==> config.mk <==
export PLATFORM = sky130hd
export DESIGN_NAME = ctu_cluster_rst_seq
export DESIGN_NICKNAME = d
export VERILOG_FILES = /design/src/rtl/ctu_rst_seq_pkg.sv /design/src/rtl/ctu_cluster_rst_seq_timer.sv /design/src/rtl/ctu_cluster_rst_seq.sv
export SDC_FILE = /design/constraint.sdc
export NUM_CORES = 1
export LEC_CHECK = 0
export BUFFER_PORTS_ARGS = -buffer_cell sky130_fd_sc_hd__buf_4
export CAP_MARGIN = 20
export CORE_MARGIN = 8
export CORE_UTILIZATION = 46
export CTS_CLUSTER_DIAMETER = 100
export DETAILED_ROUTE_END_ITERATION = 10
export MAX_ROUTING_LAYER = met4
export PLACE_DENSITY = 0.66
export SETUP_SLACK_MARGIN = 0.15
export SLEW_MARGIN = 20
export SYNTH_ARGS = -nofsm -noshare
export SYNTH_HDL_FRONTEND = slang
export SYNTH_SLANG_ARGS = --single-unit
==> constraint.sdc <==
create_clock -name gclk -period 4.65 [get_ports gclk]
set_clock_uncertainty 0.2 [all_clocks]
set_input_delay 0.93 -clock gclk [delete_from_list [all_inputs] [get_ports gclk]]
set_output_delay 0.93 -clock gclk [all_outputs]
set_load 0.005 [all_outputs]
==> src/rtl/ctu_rst_seq_pkg.sv <==
// ctu_rst_seq_pkg
// Shared definitions for the cluster reset/clock-enable sequencer:
//   - seq_state_e : sequencer state encoding
//   - DEF_*       : default parameter values
//   - max_hold()  : largest hold/stagger count, used to size-check CNT_W
package ctu_rst_seq_pkg;

  typedef enum logic [2:0] {
    ST_IDLE     = 3'd0,
    ST_RAMP     = 3'd1,
    ST_RST_HOLD = 3'd2,
    ST_RUN      = 3'd3,
    ST_WARM     = 3'd4,
    ST_DBG      = 3'd5
  } seq_state_e;

  localparam int DEF_NUM_CLUSTERS = 8;
  localparam int DEF_STAGGER_CYC  = 4;
  localparam int DEF_RST_HOLD_CYC = 16;
  localparam int DEF_DBG_HOLD_CYC = 8;
  localparam int DEF_CNT_W        = 8;

  function automatic int max_hold(input int a, input int b, input int c);
    int m;
    m = a;
    if (b > m) m = b;
    if (c > m) m = c;
    return m;
  endfunction

endpackage

==> src/rtl/ctu_cluster_rst_seq_timer.sv <==
// ctu_seq_timer
// Loadable down-counter shared by every timed phase of the sequencer.
// Ports:
//   clk_i, rst_i  : clock, synchronous active-high reset
//   load_i        : load load_val_i this cycle (wins over counting)
//   load_val_i    : number of cycles until done_o (>=1)
//   done_o        : high while the count sits at 1 (terminal count)
// A load of L at edge X makes done_o visible after edge X+L-1, so the owner
// acts on it at edge X+L. Count saturates at 0, never wraps.
module ctu_seq_timer #(
  parameter int CNT_W = 8
) (
  input  logic             clk_i,
  input  logic             rst_i,
  input  logic             load_i,
  input  logic [CNT_W-1:0] load_val_i,
  output logic             done_o
);

  logic [CNT_W-1:0] cnt_q, cnt_d;

  always_comb begin
    cnt_d = cnt_q;
    if (load_i)             cnt_d = load_val_i;
    else if (cnt_q != '0)   cnt_d = cnt_q - 1'b1;
  end

  always_ff @(posedge clk_i) begin
    if (rst_i) cnt_q <= '0;
    else       cnt_q <= cnt_d;
  end

  assign done_o = (cnt_q == CNT_W'(1));

endmodule

==> src/rtl/ctu_cluster_rst_seq.sv <==
// ctu_cluster_rst_seq
// Power-on clock-enable ramp, global reset release, and warm-reset /
// debug-init request servicing for the per-cluster header lines.
// Ports:
//   gclk, rst        : clock, synchronous active-high reset
//   por_done         : power-on complete (sampled only in IDLE)
//   cluster_en_mask  : per-cluster run permission
//   warm_rst_req     : warm-reset request, level, held until ack
//   dbg_init_req     : debug-init request, level, held until ack
//   req_ack          : one-cycle grant pulse
//   ack_is_warm      : qualifies req_ack (1 = warm, 0 = debug-init)
//   cluster_cken     : per-cluster clock enable
//   grst_l           : global reset, active low
//   gdbginit_l       : global debug init, active low
//   seq_busy         : high outside RUN
// The FSM reacts at the sampling edge; all outputs are registered from the
// current state, so every visible effect lands one edge after the decision.
module ctu_cluster_rst_seq
  import ctu_rst_seq_pkg::*;
#(
  parameter int NUM_CLUSTERS = DEF_NUM_CLUSTERS,
  parameter int STAGGER_CYC  = DEF_STAGGER_CYC,
  parameter int RST_HOLD_CYC = DEF_RST_HOLD_CYC,
  parameter int DBG_HOLD_CYC = DEF_DBG_HOLD_CYC,
  parameter int CNT_W        = DEF_CNT_W
) (
  input  logic                    gclk,
  input  logic                    rst,
  input  logic                    por_done,
  input  logic [NUM_CLUSTERS-1:0] cluster_en_mask,
  input  logic                    warm_rst_req,
  input  logic                    dbg_init_req,
  output logic                    req_ack,
  output logic                    ack_is_warm,
  output logic [NUM_CLUSTERS-1:0] cluster_cken,
  output logic                    grst_l,
  output logic                    gdbginit_l,
  output logic                    seq_busy
);

  localparam logic [2:0] S_IDLE     = ST_IDLE;
  localparam logic [2:0] S_RAMP     = ST_RAMP;
  localparam logic [2:0] S_RST_HOLD = ST_RST_HOLD;
  localparam logic [2:0] S_RUN      = ST_RUN;
  localparam logic [2:0] S_WARM     = ST_WARM;
  localparam logic [2:0] S_DBG      = ST_DBG;

  localparam int SLOT_W = (NUM_CLUSTERS > 1) ? $clog2(NUM_CLUSTERS) : 1;
  localparam logic [SLOT_W-1:0]       LAST_SLOT = SLOT_W'(NUM_CLUSTERS - 1);
  localparam logic [NUM_CLUSTERS-1:0] ONE_HOT0  = NUM_CLUSTERS'(1);

  if ((max_hold(STAGGER_CYC, RST_HOLD_CYC, DBG_HOLD_CYC) >> CNT_W) != 0) begin : g_cnt_w_chk
    $error("CNT_W too narrow for STAGGER_CYC/RST_HOLD_CYC/DBG_HOLD_CYC");
  end
  if (STAGGER_CYC < 1 || RST_HOLD_CYC < 1 || DBG_HOLD_CYC < 1) begin : g_hold_chk
    $error("hold/stagger parameters must be >= 1");
  end

  // ---------------- sequencing state ----------------
  logic [2:0]              state_q, state_d;
  logic [SLOT_W-1:0]       slot_q, slot_d;
  logic [NUM_CLUSTERS-1:0] ramp_q, ramp_d;   // clusters whose slot has begun
  logic                    grant_q, grant_d;
  logic                    grant_warm_q, grant_warm_d;

  logic             tmr_load;
  logic [CNT_W-1:0] tmr_val;
  logic             tmr_done;

  ctu_seq_timer #(.CNT_W(CNT_W)) u_timer (
    .clk_i      (gclk),
    .rst_i      (rst),
    .load_i     (tmr_load),
    .load_val_i (tmr_val),
    .done_o     (tmr_done)
  );

  always_comb begin
    state_d      = state_q;
    slot_d       = slot_q;
    ramp_d       = ramp_q;
    grant_d      = 1'b0;
    grant_warm_d = 1'b0;
    tmr_load     = 1'b0;
    tmr_val      = '0;
    case (state_q)
      S_IDLE: begin
        if (por_done) begin
          state_d  = S_RAMP;
          slot_d   = '0;
          ramp_d   = ONE_HOT0;
          tmr_load = 1'b1;
          tmr_val  = CNT_W'(STAGGER_CYC);
        end
      end
      S_RAMP: begin
        // Masked clusters still burn their slot so the release time is fixed.
        if (tmr_done) begin
          tmr_load = 1'b1;
          if (slot_q == LAST_SLOT) begin
            state_d = S_RST_HOLD;
            tmr_val = CNT_W'(RST_HOLD_CYC);
          end else begin
            slot_d  = slot_q + 1'b1;
            ramp_d  = ramp_q | (ONE_HOT0 << slot_d);
            tmr_val = CNT_W'(STAGGER_CYC);
          end
        end
      end
      S_RST_HOLD: begin
        if (tmr_done) state_d = S_RUN;
      end
      S_RUN: begin
        // Warm has priority; a concurrent debug request stays pending.
        if (warm_rst_req) begin
          state_d      = S_WARM;
          grant_d      = 1'b1;
          grant_warm_d = 1'b1;
          tmr_load     = 1'b1;
          tmr_val      = CNT_W'(RST_HOLD_CYC);
        end else if (dbg_init_req) begin
          state_d  = S_DBG;
          grant_d  = 1'b1;
          tmr_load = 1'b1;
          tmr_val  = CNT_W'(DBG_HOLD_CYC);
        end
      end
      S_WARM, S_DBG: begin
        if (tmr_done) state_d = S_RUN;
      end
      default: state_d = S_IDLE;
    endcase
  end

  always_ff @(posedge gclk) begin
    if (rst) begin
      state_q      <= S_IDLE;
      slot_q       <= '0;
      ramp_q       <= '0;
      grant_q      <= 1'b0;
      grant_warm_q <= 1'b0;
    end else begin
      state_q      <= state_d;
      slot_q       <= slot_d;
      ramp_q       <= ramp_d;
      grant_q      <= grant_d;
      grant_warm_q <= grant_warm_d;
    end
  end

  // ---------------- registered outputs ----------------
  logic [NUM_CLUSTERS-1:0] cken_q, cken_d;
  logic grst_q, grst_d, gdbg_q, gdbg_d, ack_q, ack_d, ackw_q, ackw_d, busy_q, busy_d;

  always_comb begin
    cken_d = cken_q;
    case (state_q)
      S_IDLE:             cken_d = '0;
      S_RAMP, S_RST_HOLD: cken_d = ramp_q & cluster_en_mask;
      S_RUN:              cken_d = cluster_en_mask;
      default:            cken_d = cken_q;  // frozen across warm/debug holds
    endcase
    grst_d = (state_q == S_RUN) || (state_q == S_DBG);
    gdbg_d = (state_q == S_RUN);
    busy_d = (state_q != S_RUN);
    ack_d  = grant_q;
    ackw_d = grant_q & grant_warm_q;
  end

  always_ff @(posedge gclk) begin
    if (rst) begin
      cken_q <= '0;
      grst_q <= 1'b0;
      gdbg_q <= 1'b0;
      ack_q  <= 1'b0;
      ackw_q <= 1'b0;
      busy_q <= 1'b1;
    end else begin
      cken_q <= cken_d;
      grst_q <= grst_d;
      gdbg_q <= gdbg_d;
      ack_q  <= ack_d;
      ackw_q <= ackw_d;
      busy_q <= busy_d;
    end
  end

  assign cluster_cken = cken_q;
  assign grst_l       = grst_q;
  assign gdbginit_l   = gdbg_q;
  assign req_ack      = ack_q;
  assign ack_is_warm  = ackw_q;
  assign seq_busy     = busy_q;

endmodule

Yosys cells after proc, flatten, opt, wreduce, memory -nomap -nowiden
Index checks and enable logic that the tools add are counted.

storage, ports and cells
  memories = 0
  input bits = 13
  memory bits (read-only) = 0
  output and inout bits = 13
  bits in writable memories = 0
  register bits = 37
  latch bits = 0

operators by class
  reductions and logical operators = 11
  bitwise operators = 4
  divide/modulo/power cells = 0
  $mul = 0
  magnitude comparators = 0
  equality and inequality tests = 14
  shift-type cells = 1
  muxes and demuxes = 30
  add/sub/neg operators = 2

operator list
  kind                 count
  $mux 8               5
  $mux 3               10
  $pmux 8 s3           1
  $pmux 8 s2           1
  $mux 5               3
  $pmux 5 s3           1
  $pmux 3 s4           1
  $eq 3x3->1 const B   3
  $and 8x8->8          1
  $eq 8x1->1 const B   1
  $ne 2x2->1 const B   4
  $or 8x8->8           1
  $reduce_bool 8->1    1
  $shl 1x3->8 const A  1
  $sub 8x1->8 const B  1
  $eq 3x2->1 const B   2
  $pmux 3 s2           1
  $mux 1               5
  $reduce_and 5->1     1
  $mux 4               1
  $reduce_and 4->1     1
  $reduce_bool 2->1    2
  $reduce_or 2->1      2
  $add 3x1->3 const B  1
  11 further kinds     11

Longest topological paths before layout
  word-level depth = 6
  mapped depth = 7
  mapped depth without buffers = 6

By module
Synthesis repeated with hierarchy kept, for this count alone.

second synthesis, totals
  cell total of the unflattened synthesis = 209
  area, all modules = 1,933.1 um^2

modules (own cells, without submodules)
  module               cells an instance  area each (um^2)  instances  sequential area each (um^2)
  ctu_cluster_rst_seq  156                1,425.1           1          580.6
  ctu_seq_timer        53                 508.0             1          160.2

Worst setup path before layout
No wires, ideal clock.

  path type = input-to-reg
  from = input port por_done
  to = register state_q[1]
  slack = 2.523 ns
  arrival = 1.807 ns
  buffers on the path = 0
  setup time = 0.121 ns
  cell stages on the path = 4
  path through = nor4_1 a311oi_1 o211ai_1 mux2_2

between the ends
  word-level cells in the longest chain between the ends = 2

RTL lines
  element                     line                        RTL
  start, declared             ctu_cluster_rst_seq.sv:29   input logic por_done,
  $ne 2x2->1 (no line)        n/a
  $reduce_and 5->1 (no line)  n/a
  end signal, assigned        ctu_cluster_rst_seq.sv:143  state_q <= state_d;
  end, declared               ctu_cluster_rst_seq.sv:60   logic [2:0] state_q, state_d;

Every way passes these cells.
A chain may end at the register's enable or synchronous reset.

Worst setup path in the final report
  from = register state_q[2]
  to = register state_q[1]

between the ends
  word-level cells in the longest chain between the ends = 4

RTL lines
  element                                          line                       RTL
  $eq 3x3->1 / $eq 3x2->1 (equally long branches)  ctu_cluster_rst_seq.sv:86  case (state_q)
  $reduce_or 3->1 (no line)                        n/a
  $ne 2x1->1 (no line)                             n/a
  $reduce_and 5->1 (no line)                       n/a

Several ways; a longest one is shown, not always the timed one.

==> metrics.cfg <==
[run_status]
status = finished, final reports clean

[drt]
drt_iter0_markers = 200
routed_wl_um = 4030
ant_nets = 0
num_vias = 1529
first_pass_iters = 4
routedWlPerCell_um = 14.8
avgViaCountPerCell = 5.60
drc = 0

[floorplanning]
die_w_um = 78.2
die_h_um = 78.2
core.rowCount = 22
ios = 26
core_area_sq_mm = 0.00369
initial_utilization_pct = 48.2
dieArea_sq_mm = 0.00611

[global_routing]
grt_usage_pct = 13.9
grt_pass1_wl_um = 6850
first_global_vias = 1571
antenna_found_initial = 0
grt_max_degree = 32
overflow = 0

[power]
power.density_mw_per_mm2 = 527
leakage_nw = 0.801
vdd_ir_drop_max_mv = 0.187

[run]
cap_violations = 0

[timing]
max_freq_mhz = 393
setup_viol = 0
hold_viol = 0
setup_tns_ns = 0
fin_crit_sh_pct = 54.7
relSlewSlack_pct = 38.8
report.final.slew_viol_count = 0
period_needed_ns = 2.54
grt_setup_unrepaired = no
worst_pin_slew_ns = 0.917

[logic_synthesis]
synth_area_sq_mm = 0.00178
seq_area_frac_synth_pct = 41.7
synth_nets = 227
synth_top_cell_area_share_pct = 41.7
synth.area.top_cells = dfxtp_1 (42%), a21oi_1 (6.5%), ha_1 (6.3%), or3b_2 (4.9%), nor2_1 (4.4%)
yosysWarnings = 0
synth_top_area_cell = dfxtp_1
syn_inst = 205
async_flop_share_pct = 0
syn_area_per_cell_sq_um = 8.67
synth_edf_count = 0
synth_seq_cells = 37
synth.distinct_cells = 40
synth_top_flop_cell = dfxtp_1

[cts]
postCtsSetupBuffers = 0
tritoncts = built
cts_buffers = 5
clock_latency_ns = 0.29
htree_num_levels = 2
cts.path.max_buffers = 2
ctsResizeCount = 0
hold_buffers = 0
clockRootBuffer = clkbuf_8
path_clk_slew_ns = 0.07
cts.sinks = 37

[setup_path]
reg2regPathDepth = 4
crit_required_ns = 4.63
crit_arrival_ns = 2.52
crit_path_start_kind = register
crit_path_max_fanout = 31
worst_setup_path_end_kind = register
critPathKind = reg2reg

[layout]
nets = 247
final-seq-area_sq_um = 741
design_area_sq_mm = 0.00206
drive_above_1_share_pct = 21.3
multi_input_area_sq_um = 956
fillers = 351
synthToLayoutAreaGrowth_pct = 16.2
insertedDiodeCount = 0

[min_path]
hold_class = reg2reg
hold_path_depth = 1

[placement]
placed_area_sq_mm = 0.00198
portBuffers = 25
dpl.hpwl_um = 2890
globalplace.congestion = 0.773

==> power breakdown <==
part	internal [W]	switching, W	leakage (nW)
Combinational	0.000193	0.000231	0.456
Sequential	0.000365	0.0000744	0.300
Clock	0.000118	0.000106	0.0443
==> cell type report <==
class / instances / share of cell area, %
Clock buffer: 7 / 4.18
Inverter: 9 / 1.64
Multi-Input combinational cell: 147 / 46.3
Sequential cell: 37 / 35.9
Tap cell: 48 / 2.91
Timing Repair Buffer: 25 / 9.09
==> path summary, 6_finish.rpt <==
| check | start | to | slack [ns] |
|---|---|---|---|
| worst min register to register | grant_warm_q | ack_is_warm | 0.24 |
| worst max register to register | state_q[2] | state_q[1] | 2.11 |
| worst min-delay path | grant_warm_q | ack_is_warm | 0.24 |
| worst max-delay path | state_q[2] | state_q[1] | 2.11 |
==> synth_stat cells (all sizes together) (5+ instances only) <==
cell type,number
dfxtp,37
nor2b,5
or3b,10
ha,9
inv,9
nand2,14
a31oi,8
a21oi,23
nor2,21
clkbuf,11
==> registers in the layout (all words and copies together), names as in the netlist <==
register / flops
u_timer.cnt_q: 8
ack_d: 1
cluster_cken: 8
ramp_q: 8
state_q: 3
grst_l: 1
req_ack: 1
seq_busy: 1
slot_q: 3
grant_warm_q: 1
gdbginit_l: 1
ack_is_warm: 1
==> worst max-delay path, stage by stage, from the launching register on <==
cell and delay [ns]:
dfxtp_1 0.92, nor4_1 0.23, a311oi_1 0.59, o211ai_1 0.19
mux2_2 0.30
==> through the flow <==
stage,power (W),util (%),cells,hold slack [ns],worst slack [ns]
detailed placement,0.000865,53.6,266,0.242,2.21
finish,0.00109,56.0,273,0.244,2.11
CTS,0.00109,56.0,273,0.253,2.18
global route,0.00116,56.0,273,0.264,1.95
global placement,0.000848,53.6,266,0.223,2.32
floorplan,0.000772,-,205,0.206,2.52
==> layer usage <==
layer | part of all wire, % | track usage (%)
met1 | 45 | 14.8
met2 | 48 | 23.2
met3 | 5.0 | 3.99
met4 | 2.6 | 7.04
met5 | 0 | -
==> kinds of logic (layout without fill, tap and decap cells) <==
logic type,after synthesis,in the layout,synth area share (%)
AND/OR/NAND/NOR,81,81,25.9
AO/OA/AOI/OAI,49,49,17.3
flip-flops,37,37,41.7
buffers and inverters,21,41,4.51
adder cells (fa/ha/maj),9,9,6.34
XOR/XNOR,5,5,2.46
multiplexers,3,3,1.76
==> cell usage in the layout, fill, tap and decap left out, types with 2 or more instances in the layout <==
cell type	n
a211oi_1	2
a21oi_1	23
a31oi_1	8
and2_1	3
buf_4	25
clkbuf_8	6
dfxtp_1	37
ha_1	9
inv_1	9
mux2i_1	2
nand2_1	14
nand3_1	3
nand3b_1	3
nand4_1	2
nor2_1	21
nor2b_1	5
nor3_1	2
nor3b_1	4
nor4_1	4
nor4b_1	2
o211ai_1	4
o21ai_0	4
or2_2	3
or3b_2	10
xnor2_1	4
Power figures use the tool's default switching activity.
